[src/rtl/subadd_pkg.sv]
// Shared types and constants for the bit-serial add/subtract unit.
package subadd_pkg;

    typedef enum logic [1:0] {
        ST_IDLE,
        ST_SHIFT,
        ST_DONE
    } state_t;

    localparam logic OP_ADD = 1'b0;
    localparam logic OP_SUB = 1'b1;

    // Bit-counter width; never below one bit, even for WIDTH=2.
    function automatic int cnt_width(input int width);
        return (width > 2) ? $clog2(width) : 1;
    endfunction

endpackage

[src/rtl/serial_fa_bit.sv]
// One-bit full adder used as the single arithmetic stage of serial_subadd.
module serial_fa_bit (
    input  logic a,
    input  logic b,
    input  logic cin,
    output logic s,
    output logic cout
);

    assign s    = a ^ b ^ cin;
    assign cout = (a & b) | (cin & (a ^ b));

endmodule

[src/rtl/serial_subadd.sv]
// Bit-serial add/subtract (LSB first) with valid/ready channels and ALU flags.
// Optional sticky overflow flag with clear input: define SUBADD_STICKY_OF_EN.
module serial_subadd
    import subadd_pkg::*;
#(
    parameter int WIDTH = 4
) (
    input  logic             clk,
    input  logic             rst_n,
    input  logic             in_valid,
    output logic             in_ready,
    input  logic [WIDTH-1:0] a,
    input  logic [WIDTH-1:0] b,
    input  logic             op,
    output logic             out_valid,
    input  logic             out_ready,
    output logic [WIDTH-1:0] result,
    output logic             carry,
    output logic             overflow,
`ifdef SUBADD_STICKY_OF_EN
    input  logic             of_clr,
    output logic             of_sticky,
`endif
    output logic             zero
);

    localparam int CW = cnt_width(WIDTH);

    state_t           state;
    logic [WIDTH-1:0] a_sr;
    logic [WIDTH-1:0] b_sr;
    logic             c_reg;
    logic             nz_acc;
    logic [CW-1:0]    cnt;
    logic             sum_bit;
    logic             c_out;
    logic             last_bit;

    assign last_bit = (cnt == CW'(WIDTH - 1));

    serial_fa_bit u_fa (
        .a    (a_sr[0]),
        .b    (b_sr[0]),
        .cin  (c_reg),
        .s    (sum_bit),
        .cout (c_out)
    );

    // NOTE: sequential state uses <= only, so every register sees pre-edge values.
    always_ff @(posedge clk or negedge rst_n) begin
        if (!rst_n) begin
            state     <= ST_IDLE;
            in_ready  <= 1'b1;
            out_valid <= 1'b0;
            result    <= '0;
            carry     <= 1'b0;
            overflow  <= 1'b0;
            zero      <= 1'b0;
            a_sr      <= '0;
            b_sr      <= '0;
            c_reg     <= 1'b0;
            nz_acc    <= 1'b0;
            cnt       <= '0;
        end else begin
            case (state)
                ST_IDLE: begin
                    if (in_valid && in_ready) begin
                        // Subtract as A + ~B + 1: invert B here, inject the +1 as carry-in.
                        a_sr     <= a;
                        b_sr     <= b ^ {WIDTH{op == OP_SUB}};
                        c_reg    <= (op == OP_SUB);
                        nz_acc   <= 1'b0;
                        cnt      <= '0;
                        in_ready <= 1'b0;
                        state    <= ST_SHIFT;
                    end
                end
                ST_SHIFT: begin
                    a_sr   <= a_sr >> 1;
                    b_sr   <= b_sr >> 1;
                    c_reg  <= c_out;
                    result <= {sum_bit, result[WIDTH-1:1]};
                    nz_acc <= nz_acc | sum_bit;
                    cnt    <= cnt + 1'b1;
                    if (last_bit) begin
                        // c_reg is the carry into the MSB stage at this point.
                        carry     <= c_out;
                        overflow  <= c_reg ^ c_out;
                        zero      <= ~(nz_acc | sum_bit);
                        out_valid <= 1'b1;
                        state     <= ST_DONE;
                    end
                end
                ST_DONE: begin
                    if (out_ready) begin
                        out_valid <= 1'b0;
                        in_ready  <= 1'b1;
                        state     <= ST_IDLE;
                    end
                end
                default: begin
                    out_valid <= 1'b0;
                    in_ready  <= 1'b1;
                    state     <= ST_IDLE;
                end
            endcase
        end
    end

`ifdef SUBADD_STICKY_OF_EN
    // Set has priority over clear when both happen in the same cycle.
    always_ff @(posedge clk or negedge rst_n) begin
        if (!rst_n) begin
            of_sticky <= 1'b0;
        end else if (out_valid && out_ready && overflow) begin
            of_sticky <= 1'b1;
        end else if (of_clr) begin
            of_sticky <= 1'b0;
        end
    end
`endif

endmodule

[config.mk]
export PLATFORM = sky130hd
export DESIGN_NAME = serial_subadd
export DESIGN_NICKNAME = d
export VERILOG_FILES = /design/src/rtl/subadd_pkg.sv /design/src/rtl/serial_fa_bit.sv /design/src/rtl/serial_subadd.sv
export SDC_FILE = /design/constraint.sdc
export NUM_CORES = 1
export LEC_CHECK = 0
export BUFFER_PORTS_ARGS = -buffer_cell sky130_fd_sc_hd__clkbuf_2
export CAP_MARGIN = 25
export CORE_MARGIN = 8
export CORE_UTILIZATION = 56
export DETAILED_ROUTE_END_ITERATION = 10
export PLACE_DENSITY = 0.79
export SETUP_SLACK_MARGIN = 0.15
export SLEW_MARGIN = 20
export SYNTH_ARGS = -nofsm -noshare
export SYNTH_HDL_FRONTEND = slang
export SYNTH_HIERARCHICAL = 1
export SYNTH_SLANG_ARGS = --single-unit
[constraint.sdc]
create_clock -name clk -period 3.5 [get_ports clk]
set_input_delay 1.05 -clock clk [delete_from_list [all_inputs] [get_ports clk]]
set_output_delay 1.05 -clock clk [all_outputs]
set_load 0.005 [all_outputs]
### After elaboration in Yosys (flattened, before gate mapping)

Cells that the tools add are included.

| storage, ports and cells | value |
|---|---|
| logic and storage cells | 57 |
| output and inout port bits | 9 |
| register bits | 23 |
| input port bits | 13 |

| cells by class | value |
|---|---|
| bitwise logic cells | 11 |
| $add $sub $neg | 1 |
| mux-type cells | 19 |
| reduce and logical (&&, ||, !) cells | 8 |
| equal/unequal tests | 6 |

Operators with widths:

| kind | count |
|---|---|
| case mux 4 bit (2 select lines) | 2 |
| AND reduction 3 bit | 3 |
| two-way mux 2 bit | 4 |
| two-way mux 4 bit | 2 |
| inequality test 2 bit, second input constant | 3 |
| case mux 1 bit (3 select lines) | 2 |
| case mux 2 bit (3 select lines) | 1 |
| two-way mux 1 bit | 5 |
| equality test 2 bit, second input constant | 2 |
| case mux 1 bit (2 select lines) | 2 |
| case mux 2 bit (2 select lines) | 1 |
| AND reduction 2 bit | 2 |
| XOR 4 bit | 1 |
| inverter 1 bit | 3 |
| XOR 1 bit | 3 |
| adder 2 x 1 -> 2 bit, second input constant | 1 |
| bitwise AND 1 bit | 2 |
| equality test 2 x 1 -> 1 bit, second input constant | 1 |
| logical NOT 2 bit | 1 |
| bitwise OR 1 bit | 2 |
| nonzero test 2 bit | 1 |
| logical AND 1 bit | 1 |

### Longest topological paths before layout

Gate-level depths: netlist (run 1).

| logic depth | value |
|---|---|
| word-level depth | 4 |
| depth in mapped cells | 5 |
| depth with buffers taken out | 4 |

### Cells and area by module

Netlist (run 1), hierarchy kept.

By module, submodules not included:

| module | seq. area each (um^2) | instances | cells an instance | area each (um^2) |
|---|---|---|---|---|
| serial_subadd | 576.8 | 1 | 96 | 1016.0 |
| serial_fa_bit | 0.0 | 1 | 1 | 20.0 |

### Worst setup path after synthesis (run 1)

Ideal clock, no wire load.

| path | value |
|---|---|
| kind | in2reg |
| start point | input in_valid |
| end point | register b_sr[1] |
| setup time | 0.126 ns |
| path buffers | 1 |
| setup slack | 1.673 ns |
| required time | 3.374 ns |
| arrival | 1.701 ns |
| cell stages on the path | 4 |
| cell sequence | a21oi_2 or2_0 buf_6 a221o_1 |

| between the ends | value |
|---|---|
| word-level cells in the longest chain between the ends | 3 |

RTL lines:

| what | line | source |
|---|---|---|
| start: declaration | serial_subadd.sv:10 | `input logic in_valid,` |
| logical AND 1 bit | serial_subadd.sv:67 | `if (in_valid && in_ready) begin` |
| inequality test 2 bit (no source line) | - |  |
| AND reduction 2 bit (no source line) | - |  |
| end signal: assignment | serial_subadd.sv:70 | `b_sr <= b ^ {WIDTH{op == OP_SUB}};` |
| end signal: assignment | serial_subadd.sv:80 | `b_sr <= b_sr >> 1;` |
| end: declaration | serial_subadd.sv:31 | `logic [WIDTH-1:0] b_sr;` |

Every way passes these cells.
A chain may end at the register's enable or synchronous reset.

### Final worst setup path (run 1)

| path | value |
|---|---|
| start point | register in_ready |
| end point | output in_ready |

RTL lines:

| what | line | source |
|---|---|---|
| start: declaration | serial_subadd.sv:11 | `output logic in_ready,` |
| start signal: assignment | serial_subadd.sv:53 | `in_ready <= 1'b1;` |
| start signal: assignment | serial_subadd.sv:74 | `in_ready <= 1'b0;` |
| start signal: assignment | serial_subadd.sv:97 | `in_ready <= 1'b1;` |

No word-level cell between the ends.

==> flow_summary.json, run 1 <==
{
  "p_comb_share_pct": 35.4,
  "yosys.cell_types.count": 27,
  "p_int_uw": 572,
  "multi_input_area_um2": 397,
  "hold_viol": 0,
  "initial_core_util_pct": 60.0,
  "max_stage_delay_ps": 600,
  "post-synth-top-area-cell": "dfrtp_1",
  "syn_area_um2": 1040,
  "core_um2": 1730,
  "p_per_area_nw_per_um2": 768,
  "syn-num-nets": 112,
  "switchingPower_uw": 319,
  "routedWlPerCell_um": 13.7,
  "synth_fa_ha_area_share_pct": 3.14,
  "dp_hpwl_um": 1450,
  "ios": 22,
  "met3_usage_pct": 3.25,
  "ys_seq_area_share_pct": 55.7,
  "path_buf_inv": 1,
  "antenna_left": 0,
  "finalCritPeriodShare_pct": 59.7,
  "drc": 0,
  "grt_max_degree": 24,
  "total_power_uw": 891,
  "skew_ps": 10.1,
  "layout_min_cycle_time_ps": 2090,
  "cts.sinks": 23,
  "tightest_slew_ps": 550,
  "p_sw_share_pct": 35.8,
  "pwr-share-clk_pct": 13.7,
  "dp.cells": 137,
  "viasPerCell": 5.27,
  "grt_pass1_vias": 804,
  "drive_gt1_share_pct": 27.6,
  "synth_top_area_share_pct": 53.1,
  "cts.clk_slew.worst_paths_ps": 120,
  "wl_um": 1930,
  "avgSynthCellArea_um2": 10.7,
  "overflow": 0,
  "drt-initial-drc-count": 30,
  "synth_xor_area_share_pct": 4.23,
  "rsz0062_at_grt": "false",
  "setup_viol_count_final": 0,
  "grtUsageMet1_pct": 15.6,
  "max_freq_ghz": 0.478,
  "critPathArrivalTime_ps": 1040,
  "fin_ws_ps": 1410,
  "grt_pass1_wl_um": 3530,
  "syn2layout_area_growth_pct": 12.0,
  "cts_setup_buffers": 0,
  "cts_root_buf": "clkbuf_4",
  "cts_max_path_buffers": 2,
  "grt_busiest_layer": "met2",
  "numCtsBuffers": 3,
  "syn_inst": 97,
  "top_regs": "a_sr (4), b_sr (4), result (4)",
  "portBuffers": 21,
  "slew-limit-headroom_pct": 63.4,
  "grt_use_met2_pct": 21.3,
  "crit_chain": "clkbuf_2",
  "yosys-top-cells-area": "dfrtp_1 53%, nand2_1 5.4%, a21oi_1 3.9%",
  "tns_ps": 0,
  "p_leak_uw": 0.000585,
  "vias": 743,
  "crit_family": "flip-flops",
  "firstDrtPassIters": 4,
  "synth-simple-area-share_pct": 12.1,
  "row_count": 15,
  "drv_slew": 0,
  "worstPathRequired_ps": 2450,
  "rrSetupSlack_ps": 1950,
  "synth-seq-cells": 23,
  "seq_area_um2": 577,
  "min_path_type": "reg -> reg",
  "final_nets": 132,
  "htree_num_levels": 1,
  "die_y_um": 59.0,
  "place_congestion": 0.716,
  "crit_slowest_cell": "dfstp_2",
  "fill_cells": 146,
  "dp_slack_ps": 1360,
  "clk_latency_ps": 320,
  "yosysWarningCount": 6,
  "antennaDiodeCount": 0,
  "cts_resized": 0,
  "path_max_fanout": 6,
  "synth_compound_area_share_pct": 17.8,
  "die_x_um": 59.0,
  "endpoint_kind": "output port",
  "final_cell_mix": "22 x dfrtp_1, 21 x clkbuf_2, 15 x nand2_1",
  "seq_power_share_pct": 50.9,
  "ir_worst_vdd_v": 0.000473,
  "hold_buffers": 0,
  "grt_use_total_pct": 13.1,
  "cts_tree": "built",
  "cap_violations": 0,
  "synth.mux.area_fraction_pct": 1.09,
  "fin_cells": 141,
  "worstSetupPathType": "reg -> out",
  "mostFrequentLayoutCell": "dfrtp_1",
  "status": "completed",
  "dieArea_um2": 3480,
  "critical_path.startpoint_type": "flip-flop",
  "synth_top_family_by_area": "compound AO/OA/AOI/OAI gates",
  "antenna_found_initial": 0
}
==> layer usage <==
layer,up-vias,wire [µm],part of all wire (%)
li1,366,-,-
met1,360,835,43
met2,13,970,50
met3,4,86,4.5
met4,0,39,2.0
met5,-,0,0
==> through the flow <==
stage                     utilization (%)  hold WS, ps  area, µm²
after global routing                 67.2          529       1160
after detailed placement             65.6          474       1130
final                                67.2          496       1160
after CTS                            67.2          502       1160
after floorplan                         -          457       1040
after global placement               65.6          461       1130
==> power groups by stage <==
stage          combinational [µW]  clock [µW]  sequential, µW
4_1_cts                       321         127             453
2_1_floorplan                 246           0             440
6_report                      315         122             453
3_3_place_gp                  307           0             455
3_5_place_dp                  319           0             459
5_1_grt                       369         138             471
==> final cells by class <==
class,instances,area share [%]
multi-input combinational,62,34.2
tap,25,2.70
clock buffer,3,1.94
timing repair buffer,21,9.06
clock inverter,1,0.432
inverter,6,1.94
sequential,23,49.7
==> Yosys cell counts (all sizes together) <==
master    n
nor2b     1
or2b      1
dfrtp    22
inv       6
xor2      1
mux2      1
buf       5
nand3b    2
xnor2     4
o22a      1
o31ai     2
clkbuf    1
a22o      3
a221o     3
o22ai     4
or2       1
dfstp     1
nand2    15
o21ai     5
nor2      6
nand4bb   1
a21oi     9
ha        1
fa        1
==> cell families (layout without fill, tap and decap cells) <==
group | count (synthesis) | count (layout)
AND/OR/NAND/NOR | 27 | 27
multiplexers | 1 | 1
adder cells (fa/ha/maj) | 2 | 2
AO/OA/AOI/OAI | 27 | 27
flip-flops | 23 | 23
buffers and inverters | 12 | 31
XOR/XNOR | 5 | 5
==> worst register-to-register path: stages, from the launching register on <==
cell and delay (ps):
dfstp_2 600, a21oi_2 80, or2_0 400, a221o_1 370
==> worst paths after layout <==
| path | start | depth (start not counted) | to |
|---|---|---|---|
| worst max-delay path | in_ready | 1 | in_ready |
| worst min-delay path | overflow | 2 | overflow |
| worst max register to register | in_ready | 3 | b_sr[1] |
| worst min register to register | overflow | 2 | overflow |
| max in group asynchronous | rst_n | 1 | in_ready |
| min in group asynchronous | rst_n | 1 | state[0] |
(Power assumes the default switching activity.)
==> inputs of run 2 (changes only) <==
--- a/config.mk
+++ b/config.mk
@@ -8,9 +8,9 @@
 export BUFFER_PORTS_ARGS = -buffer_cell sky130_fd_sc_hd__clkbuf_2
 export CAP_MARGIN = 25
 export CORE_MARGIN = 8
-export CORE_UTILIZATION = 56
+export CORE_UTILIZATION = 47
 export DETAILED_ROUTE_END_ITERATION = 10
-export PLACE_DENSITY = 0.79
+export PLACE_DENSITY = 0.7
 export SETUP_SLACK_MARGIN = 0.15
 export SLEW_MARGIN = 20
 export SYNTH_ARGS = -nofsm -noshare
==> constraint.sdc (replaced) <==
create_clock -name clk -period 1.75 [get_ports clk]
set_input_delay 0.525 -clock clk [delete_from_list [all_inputs] [get_ports clk]]
set_output_delay 0.525 -clock clk [all_outputs]
set_load 0.005 [all_outputs]
==> run 2 against run 1 <==
Net effect:
- global-route usage decreased by 2.7 points
- design area increased by 1.6%
- clock skew decreased by 8.7 ps
- hold slack got worse by 320 ps
- sequential share of layout area decreased by 0.79 points
- non-clock buffer count increased by 2
- routed wire length increased by 0.21%
- via count increased by 1.2%
- setup slack got worse by 1200 ps
- utilization decreased by 12 points
- register-to-register slack got worse by 1700 ps
- combinational power increased by 100%
- largest cell class unchanged
==> flow_summary.json, run 2 (synthesis results as in run 1) <==
{
  "status": "completed",
  "dieArea_um2": 3960,
  "viasPerCell": 5.15,
  "grt_pass1_vias": 783,
  "p_comb_share_pct": 35.4,
  "grt_use_total_pct": 10.4,
  "rrSetupSlack_ps": 300,
  "crit_chain": "clkbuf_2",
  "worstPathRequired_ps": 1220,
  "p_leak_uw": 0.000595,
  "syn2layout_area_growth_pct": 13.8,
  "grt_pass1_wl_um": 3460,
  "drc": 0,
  "row_count": 17,
  "p_per_area_nw_per_um2": 1510,
  "final_nets": 134,
  "tns_ps": 0,
  "antennaDiodeCount": 0,
  "seq_power_share_pct": 51.0,
  "rr_endpoint": "b_sr[0]",
  "path_max_fanout": 5,
  "slew-limit-headroom_pct": 63.3,
  "wl_um": 1940,
  "critPathArrivalTime_ps": 1030,
  "place_congestion": 0.808,
  "clk_latency_ps": 300,
  "pwr-share-clk_pct": 13.6,
  "routedWlPerCell_um": 13.3,
  "finalCritPeriodShare_pct": 88.9,
  "hold_buffers": 0,
  "top_regs": "a_sr (4), b_sr (4), result (4)",
  "hold_viol": 0,
  "min_path_type": "in -> async",
  "p_sw_share_pct": 35.4,
  "antenna_left": 0,
  "core_um2": 2150,
  "cts_root_buf": "clkbuf_4",
  "ir_worst_vdd_v": 0.000819,
  "critical_path.startpoint_type": "flip-flop",
  "cts_max_path_buffers": 2,
  "overflow": 0,
  "grt_max_degree": 24,
  "dp_hpwl_um": 1430,
  "max_freq_ghz": 0.643,
  "drt-initial-drc-count": 13,
  "initial_core_util_pct": 48.2,
  "portBuffers": 21,
  "drv_slew": 0,
  "vias": 752,
  "cts.sinks": 23,
  "r2r-start": "in_ready",
  "path_buf_inv": 1,
  "numCtsBuffers": 3,
  "place_area_um2": 1140,
  "final_cell_mix": "22 x dfrtp_1, 21 x clkbuf_2, 15 x nand2_1",
  "design_area_um2": 1180,
  "die_x_um": 63.0,
  "skew_ps": 1.37,
  "ios": 22,
  "endpoint_kind": "output port",
  "die_y_um": 63.0,
  "tightest_slew_ps": 551,
  "cts.clk_slew.worst_paths_ps": 120,
  "cts_tree": "built",
  "crit_slowest_cell": "dfstp_2",
  "worstSetupPathType": "reg -> out",
  "rsz0062_at_grt": "false",
  "firstDrtPassIters": 4,
  "crit_family": "flip-flops",
  "antenna_found_initial": 0,
  "htree_num_levels": 1,
  "switchingPower_uw": 629,
  "fill_cells": 199,
  "reg2reg_depth": 3,
  "drive_gt1_share_pct": 28.8,
  "setup_viol_count_final": 0,
  "mostFrequentLayoutCell": "dfrtp_1",
  "p_int_uw": 1150,
  "max_stage_delay_ps": 600,
  "cap_violations": 0,
  "layout_min_cycle_time_ps": 1560
}
-- run 2: worst max path at each step --
stage                   from       end  slack [ps]  cells past startpoint
CTS                 in_ready  in_ready         170                      1
global placement    in_valid   b_sr[1]         180                      4
finish              in_ready  in_ready         190                      1
global route        in_ready  in_ready         170                      1
detailed placement  in_valid   b_sr[0]         110                      4
floorplan           in_ready   b_sr[1]         390                      4
-- run 2: power by group through the flow --
stage	Combinational (µW)	Sequential, µW	Clock (µW)
after CTS	643	907	250
final	629	905	241
after floorplan	492	880	0
after global placement	620	910	0
after detailed placement	644	915	0
after global routing	717	938	269
-- run 2: per-layer routing --
| layer | track usage, % | up-vias | share of wire [%] |
|---|---|---|---|
| met5 | 0 | - | 0 |
| met1 | 13.2 | 365 | 47 |
| met4 | 3.42 | 0 | 0.72 |
| met3 | 3.23 | 2 | 3.6 |
| li1 | - | 373 | - |
| met2 | 16.1 | 12 | 49 |
-- run 2: cell type report --
class	count	area (µm²)	area share, %
repair buffers	23	120	10.2
multi-input cells	62	397	33.7
clock inverters	1	5.00	0.425
flip-flops and latches	23	577	48.9
well taps	28	35.0	2.97
inverters	6	22.5	1.91
clock buffers	3	22.5	1.91
-- run 2: what timing repair did --
item	in CTS	in global routing
buffers inserted	0	1
resized for setup	0	1
setup endpoints to repair	0	4
-- run 2: per-stage QoR --
stage               utilization, %  power (µW)  hold WS [ps]  setup slack (ps)  cells
finish                        54.9        1770           181               195    146
CTS                           54.5        1800           208               165    145
floorplan                        -        1370           229               394     97
global placement              53.2        1530           461               176    141
global route                  54.9        1920           215               166    146
detailed placement            53.2        1560           471               114    141
==> inputs of run 3 (changes only) <==
--- a/config.mk
+++ b/config.mk
@@ -8,9 +8,9 @@
 export BUFFER_PORTS_ARGS = -buffer_cell sky130_fd_sc_hd__clkbuf_2
 export CAP_MARGIN = 25
 export CORE_MARGIN = 8
-export CORE_UTILIZATION = 47
+export CORE_UTILIZATION = 56
 export DETAILED_ROUTE_END_ITERATION = 10
-export PLACE_DENSITY = 0.7
+export PLACE_DENSITY = 0.79
 export SETUP_SLACK_MARGIN = 0.15
 export SLEW_MARGIN = 20
 export SYNTH_ARGS = -nofsm -noshare
==> constraint.sdc (replaced) <==
create_clock -name clk -period 1.8 [get_ports clk]
set_input_delay 0.54 -clock clk [delete_from_list [all_inputs] [get_ports clk]]
set_output_delay 0.54 -clock clk [all_outputs]
set_load 0.005 [all_outputs]
==> run 3 against run 2 <==
Net effect:
- die area fell by 12%
- highest routed layer unchanged
- sequential share of layout area is 0.79 points higher
- power shrank 2.5%
- largest power group unchanged
- non-clock buffer count down 2
- clock power is 2% lower
- critical path type unchanged
- via count fell by 0.93%
- first-iteration DRC count up 23%
==> flow_summary.json, run 3 (synthesis results as in run 1) <==
{
  "status": "completed",
  "total_power_uw": 1730,
  "top_regs": "a_sr (4), b_sr (4), result (4)",
  "cts_setup_buffers": 0,
  "htree_num_levels": 1,
  "row_count": 15,
  "cp_num_cells": 1,
  "firstDrtPassIters": 4,
  "vias": 745,
  "die_y_um": 59.0,
  "ios": 22,
  "layout_min_cycle_time_ps": 1580,
  "dieArea_um2": 3480,
  "hold_viol": 0,
  "drive_gt1_share_pct": 27.6,
  "tightest_slew_ps": 541,
  "drt-initial-drc-count": 16,
  "overflow": 0,
  "cts_resized": 0,
  "worstSetupPathType": "reg -> out",
  "endpoint_kind": "output port",
  "core_um2": 1730,
  "cts_max_path_buffers": 2,
  "r2r-start": "in_ready",
  "max_stage_delay_ps": 610,
  "cts_tree": "built",
  "drv_slew": 0,
  "skew_ps": 4.23,
  "cts.clk_slew.worst_paths_ps": 120,
  "post-route-util_pct": 67.2,
  "p_per_area_nw_per_um2": 1490,
  "p_leak_uw": 0.000585,
  "ir_worst_vdd_v": 0.000707,
  "die_x_um": 59.0,
  "final_nets": 132,
  "antenna_found_initial": 0,
  "drc": 0,
  "wl_um": 1930,
  "grt_pass1_vias": 774,
  "antennaDiodeCount": 0,
  "critical_path.startpoint_type": "flip-flop",
  "numCtsBuffers": 3,
  "final_cell_mix": "22 x dfrtp_1, 21 x clkbuf_2, 15 x nand2_1",
  "cts_root_buf": "clkbuf_4",
  "crit_slowest_cell": "dfstp_2",
  "critPathArrivalTime_ps": 1040,
  "worstPathRequired_ps": 1260,
  "grt_use_total_pct": 13.3,
  "grt_max_degree": 24,
  "grt_pass1_wl_um": 3460,
  "clk_latency_ps": 310,
  "reg2reg_depth": 3,
  "dp_hpwl_um": 1460,
  "rsz0062_at_grt": "false",
  "path_buf_inv": 1,
  "slew-limit-headroom_pct": 64.0,
  "antenna_left": 0,
  "portBuffers": 21,
  "setup_viol_count_final": 0,
  "rr_endpoint": "b_sr[0]",
  "rrSetupSlack_ps": 270,
  "hold_ws_ps": 184,
  "mostFrequentLayoutCell": "dfrtp_1",
  "min_path_type": "in -> async",
  "crit_family": "flip-flops",
  "finalCritPeriodShare_pct": 88.0,
  "path_max_fanout": 6,
  "hold_buffers": 0,
  "routedWlPerCell_um": 13.7,
  "max_freq_ghz": 0.631,
  "cap_violations": 0,
  "initial_core_util_pct": 60.0,
  "crit_chain": "clkbuf_2",
  "tns_ps": 0,
  "place_congestion": 0.717,
  "syn2layout_area_growth_pct": 12.0,
  "cts.sinks": 23,
  "viasPerCell": 5.28
}
==> run 3: cell types whose count changed in the layout (fill, tap and decap cells not counted) <==
cell | previous run | this run
buf_4 | 2 | 0
or2_0 | 0 | 1
or2_1 | 1 | 0
==> run 3: how the worst max path moves through the flow <==
stage / start / end / slack [ps]
CTS: in_ready / in_ready / 200
floorplan: in_ready / b_sr[1] / 440
global route: in_ready / in_ready / 170
detailed placement: in_valid / b_sr[0] / 180
global placement: in_valid / b_sr[1] / 210
finish: in_ready / in_ready / 220
==> run 3: layout make-up <==
class                   instances  area, µm²
clock buffers                   3       22.5
clock inverters                 1       5.00
fillers                       149        567
inverters                       6       22.5
multi-input cells              62        397
flip-flops and latches         23        577
well taps                      25       31.3
repair buffers                 21        105
==> run 3: metrics by stage <==
step	instances	worst slack (ps)	area [µm²]
finish	141	215	1160
detailed placement	137	177	1130
global route	141	166	1160
CTS	141	202	1160
floorplan	97	444	1040
global placement	137	208	1130
==> run 3: report_power, final <==
group	leakage, µW	total [µW]	internal (µW)	switching [µW]
clock network	0.0000177	235	83.1	152
registers	0.000289	885	725	160
logic	0.000279	611	304	307
==> run 3: metal layers <==
| metal | track usage [%] | part of all wire (%) | vias up |
|---|---|---|---|
| li1 | - | - | 367 |
| met1 | 15.5 | 44 | 360 |
| met2 | 21.3 | 51 | 16 |
| met3 | 3.90 | 4.0 | 2 |
| met4 | 7.17 | 1.1 | 0 |
| met5 | 0 | 0 | - |
